==> src/rtl/gg_pkg.sv <==
// gg_pkg: shared FSM state type, default gain constant and saturation helper for gg_col
package gg_pkg;
    typedef enum logic [1:0] {S_IDLE, S_WAIT, S_ROT, S_OUT} state_t;
    localparam int unsigned K_Q8_DEF = 155;
    function automatic logic signed [31:0] sat(input logic signed [31:0] v, input int unsigned w);
        logic signed [31:0] hi;
        logic signed [31:0] lo;
        hi = (32'sd1 <<< (w - 1)) - 32'sd1;
        lo = -(32'sd1 <<< (w - 1));
        return (v > hi) ? hi : ((v < lo) ? lo : v);
    endfunction
endpackage

==> src/rtl/cordic_vec_stage.sv <==
// cordic_vec_stage: one combinational CORDIC vectoring micro-iteration
// Ports: x_i/y_i current vector, shift_i iteration index; x_o/y_o rotated vector, d_o direction (1 = signs differ)
module cordic_vec_stage #(
    parameter int IW = 19,
    parameter int SW = 4
) (
    input  logic signed [IW-1:0] x_i,
    input  logic signed [IW-1:0] y_i,
    input  logic [SW-1:0]        shift_i,
    output logic signed [IW-1:0] x_o,
    output logic signed [IW-1:0] y_o,
    output logic                 d_o
);
    logic signed [IW-1:0] x_sh, y_sh;
    assign x_sh = x_i >>> shift_i;
    assign y_sh = y_i >>> shift_i;
    assign d_o  = x_i[IW-1] ^ y_i[IW-1];
    assign x_o  = d_o ? x_i - y_sh : x_i + y_sh;
    assign y_o  = d_o ? y_i + x_sh : y_i - x_sh;
endmodule

==> src/rtl/gg_col.sv <==
// gg_col: CORDIC vectoring Givens generator folding a matrix column into a running pivot
// Ports: clk_i/rst_ni clock and async active-low reset; in_* element handshake with
// first/last column markers; dir_* per-cycle direction chunks (no backpressure);
// out_* saturated, gain-compensated column norm handshake.
module gg_col
    import gg_pkg::*;
#(
    parameter int          DATA_W = 13,
    parameter int          GUARD  = 4,
    parameter int          ITER   = 12,
    parameter int          UNROLL = 3,
    parameter int unsigned K_Q8   = K_Q8_DEF
) (
    input  logic                     clk_i,
    input  logic                     rst_ni,
    input  logic                     in_valid_i,
    output logic                     in_ready_o,
    input  logic signed [DATA_W-1:0] in_data_i,
    input  logic                     in_first_i,
    input  logic                     in_last_i,
    output logic                     dir_valid_o,
    output logic [UNROLL-1:0]        dir_bits_o,
    output logic                     dir_last_o,
    output logic                     out_valid_o,
    input  logic                     out_ready_i,
    output logic signed [DATA_W-1:0] out_data_o
);
    localparam int         IW  = DATA_W + GUARD + 2;
    localparam int         CYC = ITER / UNROLL;
    localparam int         CW  = $clog2(CYC + 1);
    localparam int         SW  = $clog2(ITER + 1);
    localparam logic [7:0] K8  = 8'(K_Q8);

    state_t                   state_q;
    logic signed [IW-1:0]     x_q, y_q, pivot_q, data_ext, scaled;
    logic signed [IW+8:0]     prod;
    logic [CW-1:0]            c_q;
    logic                     last_q, in_ready_q, out_valid_q, acc, start;
    logic signed [DATA_W-1:0] out_data_q;
    logic signed [IW-1:0]     xs [UNROLL+1];
    logic signed [IW-1:0]     ys [UNROLL+1];
    logic [UNROLL-1:0]        d;

    assign xs[0] = x_q;
    assign ys[0] = y_q;
    for (genvar j = 0; j < UNROLL; j++) begin : g_stage
        cordic_vec_stage #(.IW(IW), .SW(SW)) u_stage (
            .x_i    (xs[j]),
            .y_i    (ys[j]),
            .shift_i(SW'(int'(c_q) * UNROLL + j)),
            .x_o    (xs[j+1]),
            .y_o    (ys[j+1]),
            .d_o    (d[j])
        );
    end

    // Gain compensation on the final chunk's x; K is unsigned so it is zero-extended before the signed multiply
    assign prod     = xs[UNROLL] * $signed({1'b0, K8});
    assign scaled   = IW'(prod >>> 8);
    assign data_ext = IW'(in_data_i) <<< GUARD;
    assign acc      = in_valid_i & in_ready_q;
    // Any element arriving in IDLE opens a column, as does an explicit first marker
    assign start    = in_first_i | (state_q == S_IDLE);

    assign in_ready_o  = in_ready_q;
    assign out_valid_o = out_valid_q;
    assign out_data_o  = out_data_q;
    assign dir_valid_o = state_q == S_ROT;
    assign dir_bits_o  = dir_valid_o ? d : '0;
    assign dir_last_o  = dir_valid_o && c_q == CW'(CYC - 1);

    always_ff @(posedge clk_i or negedge rst_ni) begin
        if (!rst_ni) begin
            state_q     <= S_IDLE;
            x_q         <= '0;
            y_q         <= '0;
            pivot_q     <= '0;
            c_q         <= '0;
            last_q      <= 1'b0;
            in_ready_q  <= 1'b0;
            out_valid_q <= 1'b0;
            out_data_q  <= '0;
        end else begin
            case (state_q)
                S_IDLE, S_WAIT: begin
                    in_ready_q <= 1'b1;
                    if (acc) begin
                        if (start && in_last_i) begin
                            pivot_q     <= data_ext;
                            out_data_q  <= in_data_i;
                            out_valid_q <= 1'b1;
                            in_ready_q  <= 1'b0;
                            state_q     <= S_OUT;
                        end else if (start) begin
                            pivot_q <= data_ext;
                            state_q <= S_WAIT;
                        end else begin
                            x_q        <= pivot_q;
                            y_q        <= data_ext;
                            c_q        <= '0;
                            last_q     <= in_last_i;
                            in_ready_q <= 1'b0;
                            state_q    <= S_ROT;
                        end
                    end
                end
                S_ROT: begin
                    x_q <= xs[UNROLL];
                    y_q <= ys[UNROLL];
                    c_q <= c_q + CW'(1);
                    if (c_q == CW'(CYC - 1)) begin
                        c_q         <= '0;
                        pivot_q     <= scaled;
                        out_data_q  <= DATA_W'(sat(32'(scaled >>> GUARD), DATA_W));
                        out_valid_q <= last_q;
                        in_ready_q  <= !last_q;
                        state_q     <= last_q ? S_OUT : S_WAIT;
                    end
                end
                S_OUT: begin
                    if (out_ready_i) begin
                        out_valid_q <= 1'b0;
                        in_ready_q  <= 1'b1;
                        state_q     <= S_IDLE;
                    end
                end
                default: state_q <= S_IDLE;
            endcase
        end
    end
endmodule

==> config.mk <==
export PLATFORM = sky130hd
export DESIGN_NAME = gg_col
export DESIGN_NICKNAME = d
export VERILOG_FILES = /design/src/rtl/gg_pkg.sv /design/src/rtl/cordic_vec_stage.sv /design/src/rtl/gg_col.sv
export SDC_FILE = /design/constraint.sdc
export NUM_CORES = 1
export LEC_CHECK = 0
export ABC_AREA = 1
export CAP_MARGIN = 0
export CELL_PAD_IN_SITES_DETAIL_PLACEMENT = 0
export CELL_PAD_IN_SITES_GLOBAL_PLACEMENT = 1
export CORE_ASPECT_RATIO = 0.6
export CORE_MARGIN = 2
export CORE_UTILIZATION = 30
export CTS_CLUSTER_DIAMETER = 50
export DETAILED_ROUTE_END_ITERATION = 7
export GPL_ROUTABILITY_DRIVEN = 0
export PLACE_DENSITY = 0.57
export SYNTH_ARGS = -nofsm -noshare
export SYNTH_HDL_FRONTEND = slang
export SYNTH_SLANG_ARGS = --single-unit
==> constraint.sdc <==
create_clock -name clk_i -period 19.04 [get_ports clk_i]
set_input_delay 3.808 -clock clk_i [delete_from_list [all_inputs] [get_ports clk_i]]
set_output_delay 3.808 -clock clk_i [all_outputs]
set_load 0.005 [all_outputs]
==> metrics.cfg, run 1 <==
[status]
status=completed

[sta]
post-route-period-util=0.922
relSlewSlack=0.266
setup_viol=0
drv_slew=0
fin_skew_ns=0.0110
hold_violations=0
min_period_ns=17.55
max_clock_freq_mhz=57.0
tightest_slew_ns=1.10
finalSetupTns_ns=0

[global_routing]
grt_use_total=0.251
grt_remaining_overflow=0
grt_pass1_vias=19161
antenna_found_initial=1
grt_max_degree=71
grt_pass1_wl_um=123000

[critical_path]
crit_path_max_incr_delay_ns=0.54
end_kind=register
worstSetupPathType=reg -> reg
worstPathRequired_ns=19.33
worstPathArrival_ns=17.84
r2r_slack_ns=1.49
worstSetupStartpointType=register
cpMaxStageDelayCell=dfrtp_4
crit_path_frequent_cell=nand2_1
crit_fanout=13

[clocking]
clk_pin_slew_ns=0.07
cts_buffers=9
cts-root-buf=clkbuf_16
cts_sinks=78
ctsHoldBuffers=0
clockBufferDepth=2
cts_max_level=3
cts_tree=built
clock_latency_ns=0.36

[drt]
drtIter0Drc=2227
firstDrtPassIters=6
drt.antenna.violating_nets=0
drc=0
wl_per_cell_um=20.9
routed-via-count=20888
via_per_inst=5.27
routed_wl_um=82900

[flow_run]
cap_viol_max_count=0

[yosys]
yosysTopAreaCellShare=0.184
synthTopCellsByArea=nand2_1 (18%), ha_1 (12%), dfrtp_1 (10%), nand3_1 (9.0%), inv_1 (8.0%)
yosysSeqAreaShare=0.103
synth-xor-area-share=0.0795
synthTopCellsByCount=nand2_1 (930), inv_1 (403), nand3_1 (339), nor2_1 (204), ha_1 (184)
synth_compound_area_frac=0.153
syn_area_per_cell_um2=6.04
ys_async_sr_fraction=1.00
syn_nets=3392
syn-cell-area_um2=18900
synth-simple-area-share=0.368
synthMuxAreaShare=0.00476
synthFlopType=dfrtp_1
synth_edf_count=0
synth_top_family_by_area=simple AND/OR/NAND/NOR gates
synthDistinctLibCells=61
yosysMostFrequentCell=nand2_1
yosysWarnings=0
synth_fa_ha_area_frac=0.179
ys_seq_elements=78
yosysTopAreaCell=nand2_1
synthCells=3135

[cells_and_area]
area_growth_pct=9.34
drive_above_1_share=0.0676
final_util=0.331
nNetsFinal=3375
final_cells=3962
fillers=7014
diodes=0

[floorplanning]
die_area_um2=65200
pin_count=39
core_area_um2=62500
num_rows=71
die_h_um=199
die_w_um=328
start_util=0.303

[place]
dpl.cell_count=3944
hpwl_um=70100
port_buffers=38

[min_path]
min_path_type=reg -> reg

registers in the layout, summed over array words and instances (netlist names):
register	cells
pivot_q	19
last_q	1
in_ready_o	1
out_data_o	13
c_q	3
x_q	19
out_valid_o	1
y_q	19
state_q	2
layer usage:
layer / wire [µm] / track usage / vias to the layer above
met3: 8720 / 0.0771 / 52
met4: 890 / 0.0282 / 2
met5: 54 / 0.00525 / -
met2: 28600 / 0.306 / 804
li1: - / - / 10199
met1: 44700 / 0.415 / 9831
worst paths after layout:
kind | from | endpoint | cells after the start
setup / recovery | c_q[0] | out_data_o[7] | 100
hold / removal | pivot_q[18] | pivot_q[18] | 1
setup reg to reg | c_q[0] | out_data_o[7] | 100
hold reg to reg | pivot_q[18] | pivot_q[18] | 1
max in group asynchronous | rst_ni | x_q[0] | 2
min in group asynchronous | rst_ni | out_valid_o | 1
cell families after synthesis:
| kind of cell | after synthesis |
|---|---|
| fa+ha+maj | 238 |
| buf+inv | 533 |
| mux | 9 |
| simple gates | 1616 |
| xor+xnor | 169 |
| compound gates | 492 |
| flops | 78 |
stage by stage:
stage	cell area [µm²]	setup WS [ns]	hold slack [ns]
after floorplan	18900	3.49	0.453
after global placement	20200	0.530	0.480
after detailed placement	20200	0.501	0.488
after CTS	20600	0.383	0.502
after global routing	20700	-0.0518	0.527
final	20700	1.49	0.498
area by class of cell:
class	count	area (µm²)	share of cell area
inverters	417	1570	0.0758
repair buffers	88	764	0.0369
multi-input cells	2524	15000	0.727
well taps	839	1050	0.0507
clock buffers	10	229	0.0111
flip-flops and latches	78	1960	0.0944
clock inverters	6	93.8	0.00453
critical path: cells and delay by family (launching register included):
kind	cells	cell delay, ns
mux	1	0.27
fa+ha+maj	10	3.94
simple gates	50	6.92
xor+xnor	4	0.70
flops	1	0.54
buf+inv	12	1.32
compound gates	23	3.77
repair_timing:
item                       4_1_cts  5_1_grt
gates resized for setup          0       37
setup endpoints to repair        0       23
buffers inserted                 0        2
cells in the final DEF, fill, tap and decap left out, types with 31 or more instances in the layout:
cell / Yosys / final
fa_1: 54 / 54
a21oi_1: 155 / 155
inv_1: 403 / 402
nand3_1: 339 / 338
buf_4: 7 / 48
dfrtp_1: 78 / 77
o21ai_0: 166 / 158
nand2_1: 930 / 927
xor2_1: 128 / 121
o211ai_1: 52 / 52
nand4_1: 31 / 31
ha_1: 184 / 183
clkdlybuf4s50_1: 0 / 37
nor2_1: 204 / 198
xnor2_1: 39 / 37
Power of run 1 is left out: the tool's default activity adds up to more than one toggle a clock period on the data nets, which glitch-free logic cannot reach.
==> run 2, diff against run 1 <==
--- a/config.mk
+++ b/config.mk
@@ -15,7 +15,8 @@
 export CTS_CLUSTER_DIAMETER = 50
 export DETAILED_ROUTE_END_ITERATION = 7
 export GPL_ROUTABILITY_DRIVEN = 0
-export PLACE_DENSITY = 0.57
+export PLACE_DENSITY = 0.59
+export SLEW_MARGIN = 5
 export SYNTH_ARGS = -nofsm -noshare
 export SYNTH_HDL_FRONTEND = slang
 export SYNTH_SLANG_ARGS = --single-unit
==> constraint.sdc (replaced) <==
create_clock -name clk_i -period 16.03 [get_ports clk_i]
set_input_delay 3.206 -clock clk_i [delete_from_list [all_inputs] [get_ports clk_i]]
set_output_delay 3.206 -clock clk_i [all_outputs]
set_load 0.005 [all_outputs]
==> run 2 against run 1 <==
Effect of this change:
- global-route usage is 0.78 points higher
- clock-buffer cell count is 1 higher
- wire length is 7.6% higher
- via count is 14% higher
- clock skew is 0.0030 ns lower
- fmax is 13% higher
- sequential cell count stayed put
- setup slack worse by 0.95 ns
- die area stayed put
- first-iteration DRC count is 14% higher
- design area is 34% higher
- critical path type unchanged
==> metrics.cfg, run 2 (same netlist as run 1, synthesis figures left out) <==
[critical_path]
end_kind=register
worstSetupPathType=reg -> reg
worstSetupStartpointType=register
crit_fanout=5  ; -8
crit_path_frequent_cell=nor2_1
cpMaxStageDelayCell=fa_1
crit_path_max_incr_delay_ns=0.51  ; -0.03 ns
worstPathRequired_ns=16.26  ; -3.07 ns
worstPathArrival_ns=15.72  ; -2.12 ns

[global_routing]
grt_remaining_overflow=0  ; unchanged
grt_pass1_vias=21233  ; +11%
grt_pass1_wl_um=129000  ; +5.0%
antenna_found_initial=0  ; -1
grt_max_degree=56  ; -21%
grt_use_total=0.259  ; +0.00783

[sta]
min_period_ns=15.48  ; -2.06 ns
post-route-period-util=0.966  ; +0.0443
finalSetupTns_ns=0  ; unchanged
fin_skew_ns=0.00799  ; -0.00304 ns
drv_slew=0  ; unchanged
relSlewSlack=0.0703  ; -0.195
setup_viol=0  ; unchanged
hold_violations=0  ; unchanged
tightest_slew_ns=1.38  ; +0.277 ns
finalWorstSetupSlack_ns=0.545  ; -0.946 ns
max_clock_freq_mhz=64.6  ; +13%
rsz0062_at_grt=yes

[drt]
drtIter0Drc=2543  ; +14%
drc=0  ; unchanged
firstDrtPassIters=5  ; -1
routed-via-count=23755  ; +14%
wl_per_cell_um=19.3  ; -7.7%
routed_wl_um=89200  ; +7.6%
drt.antenna.violating_nets=0  ; unchanged
via_per_inst=5.15  ; -2.4%

[clocking]
cts_tree=built
cts_buffers=9  ; unchanged
clock_latency_ns=0.34  ; -0.02 ns
cts-root-buf=clkbuf_16
clockBufferDepth=2  ; unchanged
cts_sinks=78  ; unchanged
clk_pin_slew_ns=0.06  ; about the same
cts_max_level=3  ; unchanged

[cells_and_area]
top_regs=pivot_q: 19 flops, x_q: 19 flops, y_q: 19 flops
final_util=0.443  ; +0.112
final_common_cell=nand2_1
diodes=0  ; unchanged
seq_area_um2=1960  ; about the same
multiInputGateArea_um2=17000  ; +13%
final_cells=4616  ; +17%
final_cell_mix=nand2_1 (846), buf_4 (672), inv_1 (381)
nNetsFinal=4031  ; +19%
fillers=6620  ; -5.6%
area_growth_pct=46.3
drive_above_1_share=0.315  ; +0.248

[flow_run]
cap_viol_max_count=0  ; unchanged

[floorplanning]
start_util=0.303  ; unchanged
die_h_um=199  ; unchanged
pin_count=39  ; unchanged
die_w_um=328  ; unchanged
core_area_um2=62500  ; unchanged
num_rows=71  ; unchanged
die_area_um2=65200  ; unchanged

[status]
status=completed

[place]
port_buffers=38  ; unchanged
dpl.cell_count=4533  ; +15%
hpwl_um=73600  ; +5.1%
pre_cts_ws_ns=-0.854  ; -1.35 ns

[min_path]
min_path_type=reg -> reg

==> run 2: cell types whose count changed in the layout (fill, tap and decap cells not counted), sizes merged <==
cell	before	now
buf	51	703
clkinv	6	7
nand2	957	958
nand3	363	364
clkbuf	10	12
bufinv	2	0
o21ai	181	182
inv	414	412
==> run 2: final timing paths <==
check | cells after the start | slack (ns) | from | to
worst max register to register | 103 | 0.55 | c_q[1] | pivot_q[18]
worst min-delay path | 2 | 0.50 | last_q | last_q
max in group asynchronous | 2 | 12.07 | rst_ni | c_q[0]
worst min register to register | 2 | 0.50 | last_q | last_q
min in group asynchronous | 1 | 2.77 | rst_ni | state_q[0]
worst max-delay path | 103 | 0.55 | c_q[1] | pivot_q[18]
==> run 2: layout make-up <==
cell class / instances / share of cell area
Multi-Input combinational cell: 2527 / 0.614
Timing Repair Buffer: 741 / 0.211
Clock buffer: 11 / 0.00912
Tap cell: 839 / 0.0379
Clock inverter: 3 / 0.000768
Sequential cell: 78 / 0.0706
Inverter: 417 / 0.0574
==> run 2: what timing repair did <==
item,4_1_cts,5_1_grt
hold buffers,0,0
setup buffers,1,65
pin swaps,3,201
gates cloned,0,4
endpoints found under the setup margin,19,26
gates resized for setup,42,469
==> run 2: per-stage QoR <==
stage | hold WS (ns) | instance area [µm²]
final | 0.496 | 27700
after global routing | 0.547 | 27700
after CTS | 0.500 | 25100
after detailed placement | 0.486 | 24700
after global placement | 0.473 | 24700
after floorplan | 0.453 | 18900
==> run 2: routing by layer <==
metal / vias to the layer above / GRT usage / part of all wire / routed length [µm]
met2: 936 / 0.326 / 0.37 / 32600
met3: 47 / 0.0729 / 0.10 / 9200
met1: 11257 / 0.427 / 0.52 / 46700
li1: 11515 / - / - / -
met5: - / 0 / 0 / 0
met4: 0 / 0.0215 / 0.0081 / 719
==> run 2: worst max-delay path, delay by kind of cell (launching register included) <==
family	cells	cell delay [ns]
compound gates	18	2.72
xor+xnor	6	1.18
fa+ha+maj	10	3.34
buf+inv	12	1.04
flops	1	0.47
mux	1	0.18
simple gates	56	6.43
Power of run 2 is left out for the same reason.
